===== src/rtl/cae_row_window_buffer_if.sv =====
// Row-in / window-out handshake bundle for the CAE 3-row window buffer.
// slave = the buffer itself, master = the row producer / window consumer side.
interface cae_row_window_buffer_if #(
    parameter int DATA_WIDTH = 16,
    parameter int ROW_LEN    = 28,
    parameter int FRAME_ROWS = 28,
    parameter int IDX_W      = $clog2(FRAME_ROWS + 1)
);
    localparam int ROW_W = ROW_LEN * DATA_WIDTH;

    logic             in_valid;
    logic             in_ready;
    logic [ROW_W-1:0] in_row;
    logic             win_valid;
    logic             win_ready;
    logic [ROW_W-1:0] win_row1;
    logic [ROW_W-1:0] win_row2;
    logic [ROW_W-1:0] win_row3;
    logic [IDX_W-1:0] win_idx;
    logic             win_last;
    logic             frame_done;

    modport master (
        output in_valid, in_row, win_ready,
        input  in_ready, win_valid, win_row1, win_row2, win_row3, win_idx, win_last, frame_done
    );

    modport slave (
        input  in_valid, in_row, win_ready,
        output in_ready, win_valid, win_row1, win_row2, win_row3, win_idx, win_last, frame_done
    );
endinterface


===== src/rtl/cae_row_window_buffer.sv =====
// 3-row sliding window line buffer (valid / zero-padded same mode); window registered 1 cycle after the triggering row.
// Backpressure: in_ready drops while an unconsumed window blocks the output slot; the held window stays stable.
module cae_row_window_buffer #(
    parameter int DATA_WIDTH = 16,
    parameter int ROW_LEN    = 28,
    parameter int FRAME_ROWS = 28,
    parameter int IDX_W      = $clog2(FRAME_ROWS + 1)
) (
    input  logic                   clk_i,
    input  logic                   rst,
    input  logic                   enable,
    input  logic                   pad_mode,
    cae_row_window_buffer_if.slave bus
);
    localparam int ROW_W = ROW_LEN * DATA_WIDTH;
    localparam logic [IDX_W-1:0] LAST_ROW       = IDX_W'(FRAME_ROWS - 1);
    localparam logic [IDX_W-1:0] LAST_IDX_VALID = IDX_W'(FRAME_ROWS - 3);
    localparam logic [IDX_W-1:0] LAST_IDX_SAME  = IDX_W'(FRAME_ROWS - 1);

    if (FRAME_ROWS < 3) begin : g_bad_frame_rows
        $error("cae_row_window_buffer: FRAME_ROWS must be >= 3");
    end

    typedef enum logic [2:0] {IDLE, FILL, STREAM, FLUSH, DRAIN} state_t;
    typedef logic [ROW_W-1:0] row_t;

    state_t           state_q, state_d;
    row_t             r0_q, r0_d, r1_q, r1_d, r2_q, r2_d;
    logic [IDX_W-1:0] rows_in_q, rows_in_d;
    logic             pad_q, pad_d;
    logic             win_valid_q, win_valid_d;
    row_t             win_row1_q, win_row1_d, win_row2_q, win_row2_d, win_row3_q, win_row3_d;
    logic [IDX_W-1:0] win_idx_q, win_idx_d;
    logic             win_last_q, win_last_d;
    logic             frame_done_q, frame_done_d;

    logic             slot_free, consume, in_ready_w, accept, last_row;
    logic             shift, emit, first_win;
    row_t             shift_row;
    logic [IDX_W-1:0] rows_in_inc, thresh;

    assign slot_free   = !win_valid_q || bus.win_ready;
    assign consume     = win_valid_q && bus.win_ready;
    assign in_ready_w  = enable && ((state_q == IDLE) || (state_q == FILL) ||
                                    ((state_q == STREAM) && slot_free));
    assign accept      = bus.in_valid && in_ready_w;
    assign rows_in_inc = rows_in_q + IDX_W'(1);
    assign last_row    = (rows_in_q == LAST_ROW);
    // Same mode starts one row earlier: the cleared r0 stands in for the top pad row.
    assign thresh      = pad_q ? IDX_W'(2) : IDX_W'(3);

    always_comb begin
        state_d      = state_q;
        r0_d         = r0_q;
        r1_d         = r1_q;
        r2_d         = r2_q;
        rows_in_d    = rows_in_q;
        pad_d        = pad_q;
        win_valid_d  = win_valid_q && !consume;
        win_row1_d   = win_row1_q;
        win_row2_d   = win_row2_q;
        win_row3_d   = win_row3_q;
        win_idx_d    = win_idx_q;
        win_last_d   = win_last_q;
        frame_done_d = 1'b0;
        shift        = 1'b0;
        shift_row    = '0;
        emit         = 1'b0;
        first_win    = 1'b0;

        unique case (state_q)
            IDLE: begin
                if (accept) begin
                    shift     = 1'b1;
                    shift_row = bus.in_row;
                    rows_in_d = IDX_W'(1);
                    pad_d     = pad_mode;
                    state_d   = FILL;
                end
            end
            FILL: begin
                if (accept) begin
                    shift     = 1'b1;
                    shift_row = bus.in_row;
                    rows_in_d = rows_in_inc;
                    if (rows_in_inc == thresh) begin
                        emit      = 1'b1;
                        first_win = 1'b1;
                        state_d   = last_row ? (pad_q ? FLUSH : DRAIN) : STREAM;
                    end
                end
            end
            STREAM: begin
                if (accept) begin
                    shift     = 1'b1;
                    shift_row = bus.in_row;
                    rows_in_d = rows_in_inc;
                    emit      = 1'b1;
                    if (last_row) begin
                        state_d = pad_q ? FLUSH : DRAIN;
                    end
                end
            end
            FLUSH: begin
                // Bottom pad: shift a zero row in to form the final window.
                if (enable && slot_free) begin
                    shift   = 1'b1;
                    emit    = 1'b1;
                    state_d = DRAIN;
                end
            end
            DRAIN: begin
                if (consume && win_last_q) begin
                    state_d      = IDLE;
                    r0_d         = '0;
                    r1_d         = '0;
                    r2_d         = '0;
                    rows_in_d    = '0;
                    frame_done_d = 1'b1;
                end
            end
            default: state_d = IDLE;
        endcase

        if (shift) begin
            r0_d = r1_q;
            r1_d = r2_q;
            r2_d = shift_row;
        end

        if (emit) begin
            win_valid_d = 1'b1;
            win_row1_d  = r0_d;
            win_row2_d  = r1_d;
            win_row3_d  = r2_d;
            win_idx_d   = first_win ? '0 : (win_idx_q + IDX_W'(1));
            win_last_d  = (win_idx_d == (pad_q ? LAST_IDX_SAME : LAST_IDX_VALID));
        end
    end

    always_ff @(posedge clk_i) begin
        if (rst) begin
            state_q      <= IDLE;
            r0_q         <= '0;
            r1_q         <= '0;
            r2_q         <= '0;
            rows_in_q    <= '0;
            pad_q        <= 1'b0;
            win_valid_q  <= 1'b0;
            win_row1_q   <= '0;
            win_row2_q   <= '0;
            win_row3_q   <= '0;
            win_idx_q    <= '0;
            win_last_q   <= 1'b0;
            frame_done_q <= 1'b0;
        end else begin
            state_q      <= state_d;
            r0_q         <= r0_d;
            r1_q         <= r1_d;
            r2_q         <= r2_d;
            rows_in_q    <= rows_in_d;
            pad_q        <= pad_d;
            win_valid_q  <= win_valid_d;
            win_row1_q   <= win_row1_d;
            win_row2_q   <= win_row2_d;
            win_row3_q   <= win_row3_d;
            win_idx_q    <= win_idx_d;
            win_last_q   <= win_last_d;
            frame_done_q <= frame_done_d;
        end
    end

    assign bus.in_ready   = in_ready_w;
    assign bus.win_valid  = win_valid_q;
    assign bus.win_row1   = win_row1_q;
    assign bus.win_row2   = win_row2_q;
    assign bus.win_row3   = win_row3_q;
    assign bus.win_idx    = win_idx_q;
    assign bus.win_last   = win_last_q;
    assign bus.frame_done = frame_done_q;
endmodule


===== src/flat_wrapper.sv =====
// flat-port wrapper written by rule: the top's interface ports become plain ports
module cae_row_window_buffer_flat 
#(
    parameter int DATA_WIDTH = 16,
    parameter int ROW_LEN    = 28,
    parameter int FRAME_ROWS = 28,
    parameter int IDX_W      = $clog2(FRAME_ROWS + 1)
)
  (clk_i, rst, enable, pad_mode, bus_in_valid, bus_in_row, bus_win_ready, bus_in_ready, bus_win_valid, bus_win_row1, bus_win_row2, bus_win_row3, bus_win_idx, bus_win_last, bus_frame_done);
  cae_row_window_buffer_if #(.DATA_WIDTH(DATA_WIDTH), .ROW_LEN(ROW_LEN), .FRAME_ROWS(FRAME_ROWS), .IDX_W(IDX_W)) bus_i ();
  input  logic clk_i;
  input  logic rst;
  input  logic enable;
  input  logic pad_mode;
  input wire logic [$bits(bus_i.in_valid)-1:0] bus_in_valid;
  input wire logic [$bits(bus_i.in_row)-1:0] bus_in_row;
  input wire logic [$bits(bus_i.win_ready)-1:0] bus_win_ready;
  output wire logic [$bits(bus_i.in_ready)-1:0] bus_in_ready;
  output wire logic [$bits(bus_i.win_valid)-1:0] bus_win_valid;
  output wire logic [$bits(bus_i.win_row1)-1:0] bus_win_row1;
  output wire logic [$bits(bus_i.win_row2)-1:0] bus_win_row2;
  output wire logic [$bits(bus_i.win_row3)-1:0] bus_win_row3;
  output wire logic [$bits(bus_i.win_idx)-1:0] bus_win_idx;
  output wire logic [$bits(bus_i.win_last)-1:0] bus_win_last;
  output wire logic [$bits(bus_i.frame_done)-1:0] bus_frame_done;
  assign bus_i.in_valid = bus_in_valid;
  assign bus_i.in_row = bus_in_row;
  assign bus_i.win_ready = bus_win_ready;
  assign bus_in_ready = bus_i.in_ready;
  assign bus_win_valid = bus_i.win_valid;
  assign bus_win_row1 = bus_i.win_row1;
  assign bus_win_row2 = bus_i.win_row2;
  assign bus_win_row3 = bus_i.win_row3;
  assign bus_win_idx = bus_i.win_idx;
  assign bus_win_last = bus_i.win_last;
  assign bus_frame_done = bus_i.frame_done;
  cae_row_window_buffer #(.DATA_WIDTH(DATA_WIDTH), .ROW_LEN(ROW_LEN), .FRAME_ROWS(FRAME_ROWS), .IDX_W(IDX_W)) u_core (.clk_i(clk_i), .rst(rst), .enable(enable), .pad_mode(pad_mode), .bus(bus_i));
endmodule

===== config.mk =====
export PLATFORM = sky130hd
export DESIGN_NAME = cae_row_window_buffer_flat
export DESIGN_NICKNAME = d
export VERILOG_FILES = /design/src/rtl/cae_row_window_buffer_if.sv /design/src/rtl/cae_row_window_buffer.sv /design/src/flat_wrapper.sv
export SDC_FILE = /design/constraint.sdc
export NUM_CORES = 2
export LEC_CHECK = 0
export CORE_AREA = 5 5 699 701
export DETAILED_ROUTE_END_ITERATION = 6
export DIE_AREA = 0 0 704 706
export PLACE_DENSITY_LB_ADDON = 0.1
export SKIP_LAST_GASP = 1
export SYNTH_ARGS = -nofsm -noshare
export SYNTH_HDL_FRONTEND = slang
export SYNTH_SLANG_ARGS = --single-unit

===== constraint.sdc =====
create_clock -name clk_i -period 3 [get_ports clk_i]
set_input_delay 0.6 -clock clk_i [delete_from_list [all_inputs] [get_ports clk_i]]
set_output_delay 0.6 -clock clk_i [all_outputs]
set_load 0.02 [all_outputs]

==> flow_results.xml <==
<?xml version="1.0" encoding="UTF-8"?>
<metrics>
  <group name="cts">
    <metric name="cts-root-buf" unit="">sky130_fd_sc_hd__clkbuf_16</metric>
    <metric name="cts_made_buffers" unit="">340</metric>
    <metric name="clock_tree.htree_level_count" unit="">5</metric>
    <metric name="cts_tree" unit="">built</metric>
    <metric name="cts_hold_repair.buffers" unit="">0</metric>
    <metric name="clkTransAtPathRegs" unit="ns">0.06</metric>
    <metric name="clk_latency" unit="ns">0.97</metric>
    <metric name="clockBufferDepth" unit="">4</metric>
    <metric name="clkSinkCount" unit="">2705</metric>
  </group>
  <group name="place">
    <metric name="dp_hpwl" unit="um">392000</metric>
    <metric name="io_buffers" unit="">1806</metric>
    <metric name="gp_congestion" unit="">0.866</metric>
  </group>
  <group name="final_layout">
    <metric name="n_fill_cell" unit="">50900</metric>
    <metric name="syn_to_final_growth" unit="%">47.8</metric>
    <metric name="multi_input_area" unit="um2">34300</metric>
    <metric name="register_area" unit="um2">54200</metric>
    <metric name="layout-drive-gt1-share" unit="%">14.0</metric>
    <metric name="finalCoreUtilization" unit="%">28.6</metric>
    <metric name="fin_nets" unit="">12900</metric>
  </group>
  <group name="logic_synthesis">
    <metric name="syn_nets" unit="">10500</metric>
    <metric name="synth.ff_latch_count" unit="">2705</metric>
    <metric name="synth_area_per_cell" unit="um2">9.22</metric>
    <metric name="dominant_cell_type_by_area_after_synthesis" unit="">sky130_fd_sc_hd__dfxtp_1</metric>
    <metric name="synth_warnings" unit="">0</metric>
    <metric name="post_synth_instance_area" unit="um2">93000</metric>
    <metric name="ys_dominant_reg_cell" unit="">sky130_fd_sc_hd__dfxtp_1</metric>
    <metric name="synth_top_area_share" unit="%">58.2</metric>
    <metric name="instance_count_of_the_mapped_netlist" unit="">10100</metric>
    <metric name="synth_async_sr_flop_share" unit="%">0</metric>
    <metric name="synth-edff-count" unit="">0</metric>
    <metric name="sequential_cell_area_fraction_in_the_yosys_report" unit="%">58.2</metric>
    <metric name="number_of_distinct_standard_cells_referenced_by_the_synthesized_netlist" unit="">45</metric>
    <metric name="cell_types_with_the_largest_area_share_after_synthesis" unit="">sky130_fd_sc_hd__dfxtp_1 (58%), sky130_fd_sc_hd__nor2_1 (11%), sky130_fd_sc_hd__a211oi_1 (11%), sky130_fd_sc_hd__and3_1 (6.1%), sky130_fd_sc_hd__a21oi_1 (4.9%)</metric>
  </group>
  <group name="flow_run">
    <metric name="maxcap_violations" unit="">0</metric>
  </group>
  <group name="die">
    <metric name="top_level_ports" unit="">1807</metric>
    <metric name="x_dimension_of_the_die" unit="um">704</metric>
    <metric name="fp.dieArea" unit="um2">497000</metric>
    <metric name="row_count" unit="">255</metric>
    <metric name="die-height" unit="um">706</metric>
    <metric name="initial_core_util" unit="%">19.3</metric>
    <metric name="placeable_area" unit="um2">481000</metric>
  </group>
  <group name="sta">
    <metric name="layout_worst_path_cycle_share" unit="%">95.8</metric>
    <metric name="rsz0062_at_grt" unit="">false</metric>
    <metric name="worst_margin_slew" unit="ns">0.914</metric>
    <metric name="timing.fmax" unit="MHz">348</metric>
    <metric name="hold_viol_final" unit="">0</metric>
    <metric name="final-max-slew-violation-count" unit="">0</metric>
    <metric name="setup-violations-final" unit="">0</metric>
    <metric name="timing.max_slew.rel_slack" unit="%">39.3</metric>
    <metric name="period_needed" unit="ns">2.87</metric>
    <metric name="post_route_skew" unit="ns">0.0655</metric>
  </group>
  <group name="setup_path">
    <metric name="worst_ep_required_time" unit="ns">2.40</metric>
    <metric name="critPathLaunchType" unit="">flop</metric>
    <metric name="reg2reg_depth" unit="">10</metric>
    <metric name="timing.critical_path.slowest_stage_cell" unit="">sky130_fd_sc_hd__clkdlybuf4s50_1</metric>
    <metric name="worst-r2r-setup-slack" unit="ns">0.25</metric>
    <metric name="cp.arrival" unit="ns">2.27</metric>
    <metric name="path_cells" unit="">clkdlybuf4s50_1</metric>
    <metric name="timing.rr.start" unit="">u_core.rows_in_q[0]$_SDFFE_PP0P_</metric>
    <metric name="path_class" unit="">flop to output port</metric>
    <metric name="setup.worst_path.end_class" unit="">output port</metric>
    <metric name="count_of_buffering_cells_on_the_critical_path_with_inverters_included" unit="">1</metric>
    <metric name="crit_fanout" unit="">2</metric>
    <metric name="worst_r2r_endpoint" unit="">u_core.bus.win_row1[209]$_SDFFE_PP0P_</metric>
    <metric name="critical_path.max_stage_delay" unit="ns">0.78</metric>
    <metric name="critPathTopFamily" unit="">buffers and inverters</metric>
  </group>
  <group name="run_status">
    <metric name="status" unit="">finished clean</metric>
  </group>
  <group name="routing">
    <metric name="detailroute.via_count" unit="">84800</metric>
    <metric name="detail_route.wl_per_cell" unit="um">26.5</metric>
    <metric name="drt-initial-drc-count" unit="">5556</metric>
    <metric name="detail-route-antenna-nets" unit="">0</metric>
    <metric name="drt-vias-per-instance" unit="">4.42</metric>
    <metric name="totalWireLength" unit="um">508000</metric>
    <metric name="detailedRoute.firstPassIterationCount" unit="">5</metric>
    <metric name="route.detailed.drc" unit="">0</metric>
  </group>
  <group name="hold_path">
    <metric name="worst_min_delay_path_category" unit="">input port to flop</metric>
    <metric name="startpoint_of_the_worst_hold_path" unit="">rst</metric>
    <metric name="hold_path_end" unit="">u_core.bus.win_row3[90]$_SDFFE_PP0P_</metric>
    <metric name="hold_depth" unit="">2</metric>
  </group>
  <group name="global_route">
    <metric name="grt_start_max_net_pins" unit="">145</metric>
    <metric name="grt_remaining_overflow" unit="">0</metric>
    <metric name="antenna_found_initial" unit="">100</metric>
    <metric name="grt_pass1_vias" unit="">83100</metric>
    <metric name="grtUsageTotal" unit="%">19.5</metric>
    <metric name="wire_length_of_the_first_global_routing_pass" unit="um">697000</metric>
  </group>
  <group name="power_and_ir_drop">
    <metric name="total_power" unit="mW">95.6</metric>
    <metric name="leakage" unit="nW">51.8</metric>
    <metric name="pwr_density_cell" unit="nW/um2">696</metric>
    <metric name="irDropWorstVdd" unit="V">0.000481</metric>
  </group>
</metrics>
report_power, final:
group	switching (mW)	total (mW)	internal, mW	leakage (nW)
Combinational	7.94	13.4	5.46	24.2
Sequential	1.74	39.5	37.8	21.9
Clock	17.3	42.7	25.4	5.74
Total	27.0	95.6	68.6	51.8
how the worst max path moves through the flow:
stage / start / endpoint / slack (ns) / cells past startpoint
final: u_core.bus.win_row3[215]$_SDFFE_PP0P_ / bus_win_row3[215] / 0.13 / 1
after global routing: u_core.rows_in_q[0]$_SDFFE_PP0P_ / u_core.bus.win_row3[276]$_SDFFE_PP0P_ / 0.01 / 9
after CTS: u_core.bus.win_row2[349]$_SDFFE_PP0P_ / bus_win_row2[349] / 0.0003 / 1
after detailed placement: enable / u_core.bus.win_row3[116]$_SDFFE_PP0P_ / -0.54 / 10
after global placement: enable / u_core.bus.win_row3[403]$_SDFFE_PP0P_ / -0.55 / 11
after floorplan: bus_win_ready / u_core.bus.win_row3[335]$_SDFFE_PP0P_ / 0.66 / 8
stage by stage:
step | std cells | setup WS, ns | TNS [ns] | hold WS [ns] | area [um2]
6_report | 19200 | 0.127 | 0 | 0.0986 | 137000
2_1_floorplan | 10100 | 0.655 | 0 | 0.460 | 93000
4_1_cts | 19100 | 0.000254 | 0 | 0.0319 | 137000
5_1_grt | 19100 | 0.0136 | 0 | 0.0624 | 137000
3_5_place_dp | 18500 | -0.537 | -733.49 | 0.484 | 126000
3_3_place_gp | 18500 | -0.547 | -789.04 | 0.474 | 126000
cells in the final DEF, fill, tap and decap left out, types with 70 or more instances in the layout:
master	Yosys	layout
sky130_fd_sc_hd__clkbuf_1	601	70
sky130_fd_sc_hd__clkbuf_8	0	75
sky130_fd_sc_hd__a22oi_1	451	451
sky130_fd_sc_hd__buf_12	0	171
sky130_fd_sc_hd__buf_4	77	1034
sky130_fd_sc_hd__clkdlybuf4s50_1	0	1771
sky130_fd_sc_hd__a21oi_1	904	903
sky130_fd_sc_hd__nor2_1	2705	2705
sky130_fd_sc_hd__a211oi_1	1344	1344
sky130_fd_sc_hd__and3_1	900	900
sky130_fd_sc_hd__dfxtp_1	2705	2693
sky130_fd_sc_hd__clkbuf_16	0	344
state kept, by name (all words and copies together) (netlist names), 3 cells and up:
| name | flops |
|---|---|
| u_core.bus.win_idx | 5 |
| u_core.bus.win_row1 | 448 |
| u_core.bus.win_row2 | 448 |
| u_core.bus.win_row3 | 448 |
| u_core.r0_q | 448 |
| u_core.r1_q | 448 |
| u_core.r2_q | 448 |
| u_core.rows_in_q | 5 |
| u_core.state_q | 3 |
routing by layer:
layer / GRT usage [%] / part of all wire (%) / vias to the layer above
met5: 0 / 0.071 / -
met4: 4.96 / 2.9 / 56
met3: 5.14 / 6.6 / 563
met2: 33.7 / 48 / 2287
met1: 23.9 / 42 / 41500
li1: - / - / 40300
what timing repair did:
| item | in CTS | in global routing |
|---|---|---|
| setup endpoints to repair | 41 | 0 |
| buffers inserted | 0 | 0 |
| gates resized for setup | 41 | 0 |
cells in the mapped netlist, drive strengths merged (2+ instances only):
library cell / count
nand3b: 3
and3: 900
buf: 399
dfxtp: 2705
nand4: 4
clkbuf: 601
nor2: 2705
a21oi: 904
xor2: 8
a22oi: 451
ha: 2
nor2b: 6
o21ai: 4
inv: 5
a311o: 2
nand2b: 4
nand2: 6
nand3: 7
a211oi: 1344
layout make-up:
class	instances	area share [%]
Tap cell	6425	5.85
Sequential cell	2705	39.4
Inverter	5	0.0137
Timing Repair Buffer	3006	21.2
Clock inverter	130	1.26
Clock buffer	489	7.20
Multi-Input combinational cell	6373	25.0
Antenna cell	29	0.0528
cells by family (layout without fill, tap and decap cells):
logic type      count (synthesis)  count (layout)  share of synthesized area [%]
simple gates                 3643            3643                           17.2
compound gates               2717            2717                           19.5
mux                             2               2                         0.0229
xor+xnor                        9               9                         0.0848
other cells                     0              29                              0
flops                        2705            2705                           58.2
fa+ha+maj                       2               2                         0.0269
buf+inv                      1005            3630                           4.88
(Power assumes the default switching activity.)
